### config.mk
export PLATFORM = sky130hd
export DESIGN_NAME = irq_ctl
export DESIGN_NICKNAME = d
export VERILOG_FILES = /design/src/rtl/cpu65_pkg.sv /design/src/rtl/sync_chain.sv /design/src/rtl/irq_ctl.sv
export SDC_FILE = /design/constraint.sdc
export NUM_CORES = 1
export LEC_CHECK = 0
export CORE_MARGIN = 5
export CORE_UTILIZATION = 46
export DETAILED_ROUTE_END_ITERATION = 8
export GPL_TIMING_DRIVEN = 0
export PLACE_DENSITY = 0.82
export SLEW_MARGIN = 20
export SYNTH_ARGS = -nofsm -noshare
export SYNTH_HDL_FRONTEND = slang
export SYNTH_SLANG_ARGS = --single-unit
### constraint.sdc
create_clock -name clk -period 1.8 [get_ports clk]
set_clock_uncertainty 0.2 [all_clocks]
set_input_delay 0.27 -clock clk [delete_from_list [all_inputs] [get_ports clk]]
set_output_delay 0.27 -clock clk [all_outputs]
set_load 0.05 [all_outputs]
### src/rtl/cpu65_pkg.sv
// Shared types and constants for the 65C02 interrupt/halt sequencer.
// Vector encodings match the vec_sel output seen by the microcode controller.
package cpu65_pkg;

    typedef enum logic [2:0] {
        RST  = 3'd0,
        RUN  = 3'd1,
        SVC  = 3'd2,
        WAIT = 3'd3,
        STOP = 3'd4
    } irq_state_t;

    localparam logic [1:0] VEC_RST = 2'b00;   // FFFC
    localparam logic [1:0] VEC_NMI = 2'b01;   // FFFA
    localparam logic [1:0] VEC_IRQ = 2'b10;   // FFFE, also used by BRK

    localparam logic [8:0] IRQ_UCODE_ENTRY = 9'h168;

endpackage

### src/rtl/sync_chain.sv
// Multi-flop synchroniser for an asynchronous active-low pin.
// Resets to 1 so the synchronised signal reads as inactive.
module sync_chain #(
    parameter int STAGES = 2
) (
    input  logic clk,
    input  logic reset_n,
    input  logic d,
    output logic q
);

    logic [STAGES-1:0] ff;

    always_ff @(posedge clk) begin
        if (!reset_n) begin
            ff <= '1;
        end else begin
            ff <= {ff[STAGES-2:0], d};
        end
    end

    assign q = ff[STAGES-1];

endmodule

### src/rtl/irq_ctl.sv
// Interrupt/halt sequencer: synchronises IRQ/NMI, latches NMI edges, and drives
// take_int, the frozen vector select, the B flag and the rdy stall for WAI/STP.
module irq_ctl
    import cpu65_pkg::*;
#(
    parameter int SYNC_STAGES = 2
) (
    input  logic       clk,
    input  logic       reset_n,
    input  logic       irq_n,
    input  logic       nmi_n,
    input  logic       sync,
    input  logic       I,
    input  logic       int_ack,
    input  logic       wai,
    input  logic       stp,
    output logic       take_int,
    output logic [1:0] vec_sel,
    output logic       b_flag,
    output logic       rdy
);

    irq_state_t state, state_nx;

    logic       irq_s, nmi_s, nmi_s_d;
    logic       nmi_edge, nmi_pend, nmi_clr, irq_req;
    logic       take_int_nx, b_flag_nx, rdy_nx;
    logic [1:0] vec_sel_nx;

    // sync is consumed by ctl itself; requests are raised here regardless of boundary.
    logic unused_ok;
    assign unused_ok = sync;

    sync_chain #(.STAGES(SYNC_STAGES)) u_irq_sync (
        .clk     (clk),
        .reset_n (reset_n),
        .d       (irq_n),
        .q       (irq_s)
    );

    sync_chain #(.STAGES(SYNC_STAGES)) u_nmi_sync (
        .clk     (clk),
        .reset_n (reset_n),
        .d       (nmi_n),
        .q       (nmi_s)
    );

    assign nmi_edge = nmi_s_d & ~nmi_s;
    assign irq_req  = ~irq_s & ~I;

    always_comb begin
        state_nx    = state;
        take_int_nx = take_int;
        vec_sel_nx  = vec_sel;
        b_flag_nx   = b_flag;
        rdy_nx      = rdy;
        nmi_clr     = 1'b0;
        case (state)
            RST: begin
                take_int_nx = 1'b1;
                vec_sel_nx  = VEC_RST;
                b_flag_nx   = 1'b0;
                rdy_nx      = 1'b1;
                if (int_ack) begin
                    state_nx    = RUN;
                    take_int_nx = 1'b0;
                    vec_sel_nx  = VEC_IRQ;
                    b_flag_nx   = 1'b1;
                end
            end
            RUN: begin
                take_int_nx = 1'b0;
                b_flag_nx   = 1'b1;
                rdy_nx      = 1'b1;
                // A pending request outranks a WAI/STP issued in the same cycle.
                if (nmi_pend || irq_req) begin
                    state_nx    = SVC;
                    take_int_nx = 1'b1;
                    b_flag_nx   = 1'b0;
                end else if (wai) begin
                    state_nx = WAIT;
                    rdy_nx   = 1'b0;
                end else if (stp) begin
                    state_nx = STOP;
                    rdy_nx   = 1'b0;
                end
            end
            SVC: begin
                take_int_nx = 1'b1;
                b_flag_nx   = 1'b0;
                if (int_ack) begin
                    state_nx    = RUN;
                    take_int_nx = 1'b0;
                    b_flag_nx   = 1'b1;
                    vec_sel_nx  = nmi_pend ? VEC_NMI : VEC_IRQ;
                    nmi_clr     = nmi_pend;
                end
            end
            WAIT: begin
                rdy_nx = 1'b0;
                // Wake on a raw IRQ level even when masked; RUN then decides.
                if (nmi_pend || !irq_s) begin
                    state_nx = RUN;
                    rdy_nx   = 1'b1;
                end
            end
            STOP: begin
                rdy_nx = 1'b0;
            end
            default: begin
                state_nx = RST;
            end
        endcase
    end

    always_ff @(posedge clk) begin
        if (!reset_n) begin
            state    <= RST;
            take_int <= 1'b1;
            vec_sel  <= VEC_RST;
            b_flag   <= 1'b0;
            rdy      <= 1'b1;
            nmi_s_d  <= 1'b1;
            nmi_pend <= 1'b0;
        end else begin
            state    <= state_nx;
            take_int <= take_int_nx;
            vec_sel  <= vec_sel_nx;
            b_flag   <= b_flag_nx;
            rdy      <= rdy_nx;
            nmi_s_d  <= nmi_s;
            // A fresh edge in the clearing cycle keeps the NMI pending.
            if (nmi_edge) begin
                nmi_pend <= 1'b1;
            end else if (nmi_clr) begin
                nmi_pend <= 1'b0;
            end
        end
    end

    // int_ack is only meaningful while the reset or interrupt sequence is running.
    ack_in_service: assert property (@(posedge clk) disable iff (!reset_n)
        int_ack |-> (state == RST || state == SVC));

endmodule

==> results.json, run 1 <==
{
  "syn2layout_area_growth_pct": 27.1,
  "grt_setup_unrepaired": "no",
  "synth_nets": 77,
  "avgSynthCellArea_sq_um": 9.18,
  "cp_slowest_cell": "dlygate4sd2_1",
  "required_ns": 1.33,
  "power_uw": 709,
  "hold_path.class": "reg2reg",
  "start_util": 0.486,
  "clk_latency_ns": 0.29,
  "fin_crit_sh": 0.906,
  "viasPerCell": 5.15,
  "die_h_um": 46.8,
  "row_count": 13,
  "cp-end-kind": "primary output",
  "layout-drive-gt1-share": 0.155,
  "cp-start-kind": "flip-flop",
  "cts_root_buf": "clkbuf_4",
  "crit_family": "buffers and inverters",
  "grt_pass1_vias": 481,
  "yosysSeqAreaShare": 0.449,
  "drtPass1Iterations": 4,
  "cts_tree": "yes",
  "hold_violations": 0,
  "critPathMaxStageDelay_ns": 0.53,
  "ys_top_cells_by_area": "dfxtp_1, nand2b_1, nor3b_2",
  "diodes": 0,
  "path_max_fanout": 2,
  "numCtsBuffers": 3,
  "grt_pass1_wl_um": 1860,
  "cp_cell_sequence": "dlygate4sd2_1",
  "powerDensity_nw_per_um2": 894,
  "holdWs_ns": 0.214,
  "crit_type": "reg2out",
  "fp.dieW_um": 46.8,
  "dieArea_sq_um": 2190,
  "yosys.area.top_type_share": 0.449,
  "ant_nets": 0,
  "clkTransAtPathRegs_ns": 0.09,
  "num_vias": 510,
  "synth_warnings": 0,
  "fmax_ghz": 0.613,
  "slew_viol_final": 0,
  "finalSetupViolCount": 0,
  "grt_max_degree": 11,
  "setup-tns-final_ns": 0,
  "post_cts_resized": 5,
  "drc": 0,
  "max_cap_viol_count": 0,
  "critPathArrivalTime_ns": 1.16,
  "cts_htree_levels": 1,
  "worst_slew_pin_slew_ns": 0.500,
  "post_cts_buffers": 0,
  "synthDistinctLibCells": 24,
  "overflow": 0,
  "status": "complete, no violations",
  "final_nets": 94,
  "place_congestion": 0.771,
  "vdd_drop_max_mv": 0.522,
  "io_pins": 14,
  "wirelength_um": 1180,
  "fillCellCount": 113,
  "syn_area_sq_um": 624,
  "core_sq_um": 1280,
  "routedWlPerCell_um": 11.9,
  "path_buf_inv": 1,
  "antenna_found_initial": 0,
  "leakage_nw": 0.326,
  "grt_usage": 0.125,
  "synth_cells": 68,
  "cts_hold_buf": 0,
  "first_iter_violations": 10,
  "hpwl_um": 823,
  "clk_path_buf_depth": 2,
  "cts.sinks": 14,
  "period_minus_slack_ns": 1.63,
  "relSlewSlack": 0.668,
  "io_buffers": 12,
  "yosysTopAreaCell": "dfxtp_1",
  "synth_seq_cells": 14
}
==> final timing paths <==
check / start / to / slack (ns) / cells after the start
setup / recovery: vec_sel[1] / vec_sel[1] / 0.17 / 1
hold / removal: u_irq_sync.ff[0] / u_irq_sync.ff[1] / 0.21 / 1
setup reg to reg: nmi_pend / state[2] / 0.44 / 4
hold reg to reg: u_irq_sync.ff[0] / u_irq_sync.ff[1] / 0.21 / 1
==> placed cells by master (no fill, tap or decap) <==
| cell type | instances |
|---|---|
| a21boi_1 | 2 |
| a21oi_1 | 4 |
| a22oi_1 | 1 |
| a2bb2oi_1 | 1 |
| a311oi_1 | 1 |
| a32oi_1 | 1 |
| buf_2 | 2 |
| buf_4 | 1 |
| clkbuf_1 | 1 |
| clkbuf_4 | 3 |
| clkbuf_8 | 1 |
| clkdlybuf4s50_1 | 7 |
| dfxtp_1 | 14 |
| dlygate4sd2_1 | 5 |
| inv_1 | 2 |
| inv_2 | 1 |
| mux2i_1 | 1 |
| nand2_1 | 4 |
| nand2b_1 | 9 |
| nand2b_4 | 1 |
| nor2_1 | 6 |
| nor2b_1 | 4 |
| nor3b_2 | 3 |
| o21ai_0 | 3 |
| o21ai_1 | 3 |
| o21ba_4 | 1 |
| o31a_1 | 1 |
| or2b_1 | 1 |
==> layer usage <==
layer / global-route usage / part of all wire / vias to the layer above
met5: 0 / 0 / -
met4: 0.127 / 0.034 / 0
met3: 0.0230 / 0.060 / 5
met2: 0.192 / 0.43 / 11
met1: 0.141 / 0.47 / 233
li1: - / - / 261
==> cell families after synthesis <==
group | synth area share
flops | 0.449
mux | 0.0160
simple gates | 0.285
compound gates | 0.198
buf+inv | 0.0521
==> flip-flops by register name (all words and copies together) (netlist names) <==
register and flops:
state 3, u_irq_sync.ff 2, u_nmi_sync.ff 2, vec_sel 2, b_flag 1, nmi_pend 1, nmi_s_d 1, rdy 1
take_int 1
==> through the flow <==
stage,util,instances,worst slack (ns),area (sq um)
after floorplan,-,68,0.536,624
after global placement,0.594,95,0.113,763
after detailed placement,0.594,95,0.122,763
after CTS,0.617,99,0.161,793
after global routing,0.617,99,0.128,793
final,0.617,99,0.169,793
==> cells in the mapped netlist <==
master      n
a21boi_1    2
a21oi_1     4
a22oi_1     1
a2bb2oi_1   1
a311oi_1    1
a32oi_1     1
buf_2       2
buf_4       1
clkbuf_1    1
dfxtp_1    14
inv_1       2
inv_2       1
mux2i_1     1
nand2_1     4
nand2b_1    9
nand2b_4    1
nor2_1      6
nor2b_1     4
nor3b_2     3
o21ai_0     3
o21ai_1     3
o21ba_4     1
o31a_1      1
or2b_1      1
==> cell type report <==
type | count | area (sq um) | area share
inverter | 3 | 11.3 | 0.0142
buffer | 4 | 21.3 | 0.0268
clock buffer | 4 | 36.3 | 0.0457
tap | 15 | 18.8 | 0.0237
timing repair buffer | 12 | 114 | 0.144
multi-input combinational | 47 | 312 | 0.393
sequential | 14 | 280 | 0.353
==> power by group <==
group	internal, mW	switching [mW]	leakage [nW]
Clock	0.123	0.104	0.0210
Sequential	0.329	0.00796	0.115
Combinational	0.0615	0.0838	0.189
Power figures use the tool's default switching activity.
==> run 2, diff against run 1 <==
Settings changed: CORE_UTILIZATION 46 to 42, PLACE_DENSITY 0.82 to 0.79.
Clock period 1.8 ns to 1.3 ns, I/O delays scaled along.
==> run 2 against run 1 <==
  * The run now ends with setup timing left
  * Sequential cell count did not move
  * Worst hold slack got worse by 0.14 ns
  * Largest power group unchanged
  * Wire length rose by 15%
  * Register-to-register slack got worse by 0.46 ns
==> results.json, run 2 (synthesis results as in run 1) <==
{
  "cts.sinks": 14,
  "final_cell_mix": "buf_4, dfxtp_1, nand2b_1, clkbuf_4",
  "reg2reg_from": "nmi_pend",
  "layout-drive-gt1-share": 0.366,
  "start_util": 0.429,
  "finalSetupViolCount": 1,
  "diodes": 0,
  "grt.busiest_layer": "met2",
  "clk_latency_ns": 0.28,
  "antenna_found_initial": 0,
  "grt_max_degree": 11,
  "cts_htree_levels": 1,
  "powerDensity_nw_per_um2": 1150,
  "ant_nets": 0,
  "hold_path.class": "in2reg",
  "cts_tree": "yes",
  "grt_pass1_vias": 485,
  "syn2layout_area_growth_pct": 44.1,
  "largest_register_ffs": 3,
  "met1_usage": 0.144,
  "critPathArrivalTime_ns": 1.32,
  "grt_setup_unrepaired": "yes",
  "dieArea_sq_um": 2360,
  "slew_viol_final": 0,
  "vdd_drop_max_mv": 0.668,
  "dpl_cell_area_sq_um": 764,
  "max_cap_viol_count": 0,
  "place_inst": 96,
  "first_iter_violations": 9,
  "top_register": "state",
  "final_nets": 103,
  "cts_hold_buf": 0,
  "path_max_fanout": 4,
  "grt_pass1_wl_um": 2080,
  "fin_area_sq_um": 900,
  "setup_slack_ns": -0.0165,
  "routedWlPerCell_um": 12.3,
  "num_vias": 563,
  "status": "finished with violations",
  "core_sq_um": 1450,
  "wirelength_um": 1350,
  "crit_path_start": "nmi_pend",
  "fin_cells": 109,
  "period_minus_slack_ns": 1.32,
  "viasPerCell": 5.17,
  "worst_slew_pin_slew_ns": 0.254,
  "io_buffers": 12,
  "place_congestion": 0.785,
  "cp-start-kind": "flip-flop",
  "required_ns": 1.31,
  "drtPass1Iterations": 4,
  "io_pins": 14,
  "fp.dieW_um": 48.6,
  "hpwl_um": 823,
  "hold_violations": 0,
  "row_count": 14,
  "violations": "setup timing",
  "leakage_nw": 0.391,
  "numCtsBuffers": 3,
  "cts_root_buf": "clkbuf_4",
  "crit_type": "reg2reg",
  "met2_usage": 0.165,
  "overflow": 0,
  "clk_path_buf_depth": 2,
  "utilization": 0.619,
  "min-delay-start": "wai",
  "fmax_ghz": 0.760,
  "grt_usage": 0.112,
  "die_h_um": 48.6,
  "clkTransAtPathRegs_ns": 0.09,
  "met3_usage": 0.0276,
  "cp-end-kind": "flip-flop",
  "relSlewSlack": 0.830,
  "fin_crit_sh": 1.01,
  "holdWs_ns": 0.0747,
  "drc": 0
}
run 2: changes by cell type in the layout (fill, tap and decap cells not counted), moves of 2 or more:
| cell | before | now |
|---|---|---|
| clkdlybuf4s50_1 | 7 | 5 |
| buf_2 | 2 | 0 |
| nor3b_4 | 0 | 2 |
| dfxtp_2 | 0 | 2 |
| nor3b_2 | 3 | 1 |
| clkbuf_4 | 3 | 8 |
| dfxtp_1 | 14 | 11 |
| dlygate4sd2_1 | 5 | 0 |
| buf_4 | 1 | 11 |
| dlymetal6s2s_1 | 0 | 2 |
run 2: worst paths after layout:
check | end | slack (ns) | cells after the start
worst max-delay path | state[2] | -0.02 | 4
worst min-delay path | state[1] | 0.07 | 3
worst max register to register | state[2] | -0.02 | 4
worst min register to register | u_nmi_sync.ff[1] | 0.22 | 1
run 2: through the flow:
| step | worst slack, ns | power, mW | setup TNS (ns) |
|---|---|---|---|
| 2_1_floorplan | 0.0361 | 0.618 | 0 |
| 3_3_place_gp | -0.311 | 0.682 | -3.64 |
| 3_5_place_dp | -0.334 | 0.685 | -3.68 |
| 4_1_cts | -0.0337 | 0.992 | -0.0705 |
| 5_1_grt | -0.0582 | 1.10 | -0.234 |
| 6_report | -0.0165 | 1.04 | -0.0165 |
run 2: repair_timing:
| item | CTS | global route |
|---|---|---|
| setup endpoints to repair | 9 | 14 |
| setup buffers | 2 | 7 |
| pin swaps | 1 | 8 |
| cloned | 0 | 1 |
| gates resized for setup | 26 | 22 |
run 2: cell type report:
class | instances | area [sq um]
buffer | 3 | 23.8
clock buffer | 4 | 36.3
fill | 131 | 554
inverter | 3 | 11.3
multi-input combinational | 47 | 334
sequential | 14 | 287
tap | 16 | 20.0
timing repair buffer | 22 | 188
run 2: per-layer routing:
layer	up-vias	share of wire
li1	282	-
met1	266	0.48
met2	10	0.46
met3	5	0.039
met4	0	0.025
met5	-	0
run 2: power breakdown:
part	switching (mW)	total, mW	internal (mW)	leakage [nW]
Sequential	0.0164	0.472	0.455	0.117
Clock	0.144	0.315	0.171	0.0210
Combinational	0.127	0.251	0.124	0.253
Total	0.287	1.04	0.750	0.391
run 2: worst max-delay path, stage by stage, from the launching register on:
cell and delay (ns):
dfxtp_4 0.36, o21ba_4 0.23, inv_2 0.04, o31a_1 0.24, nor3b_2 0.17
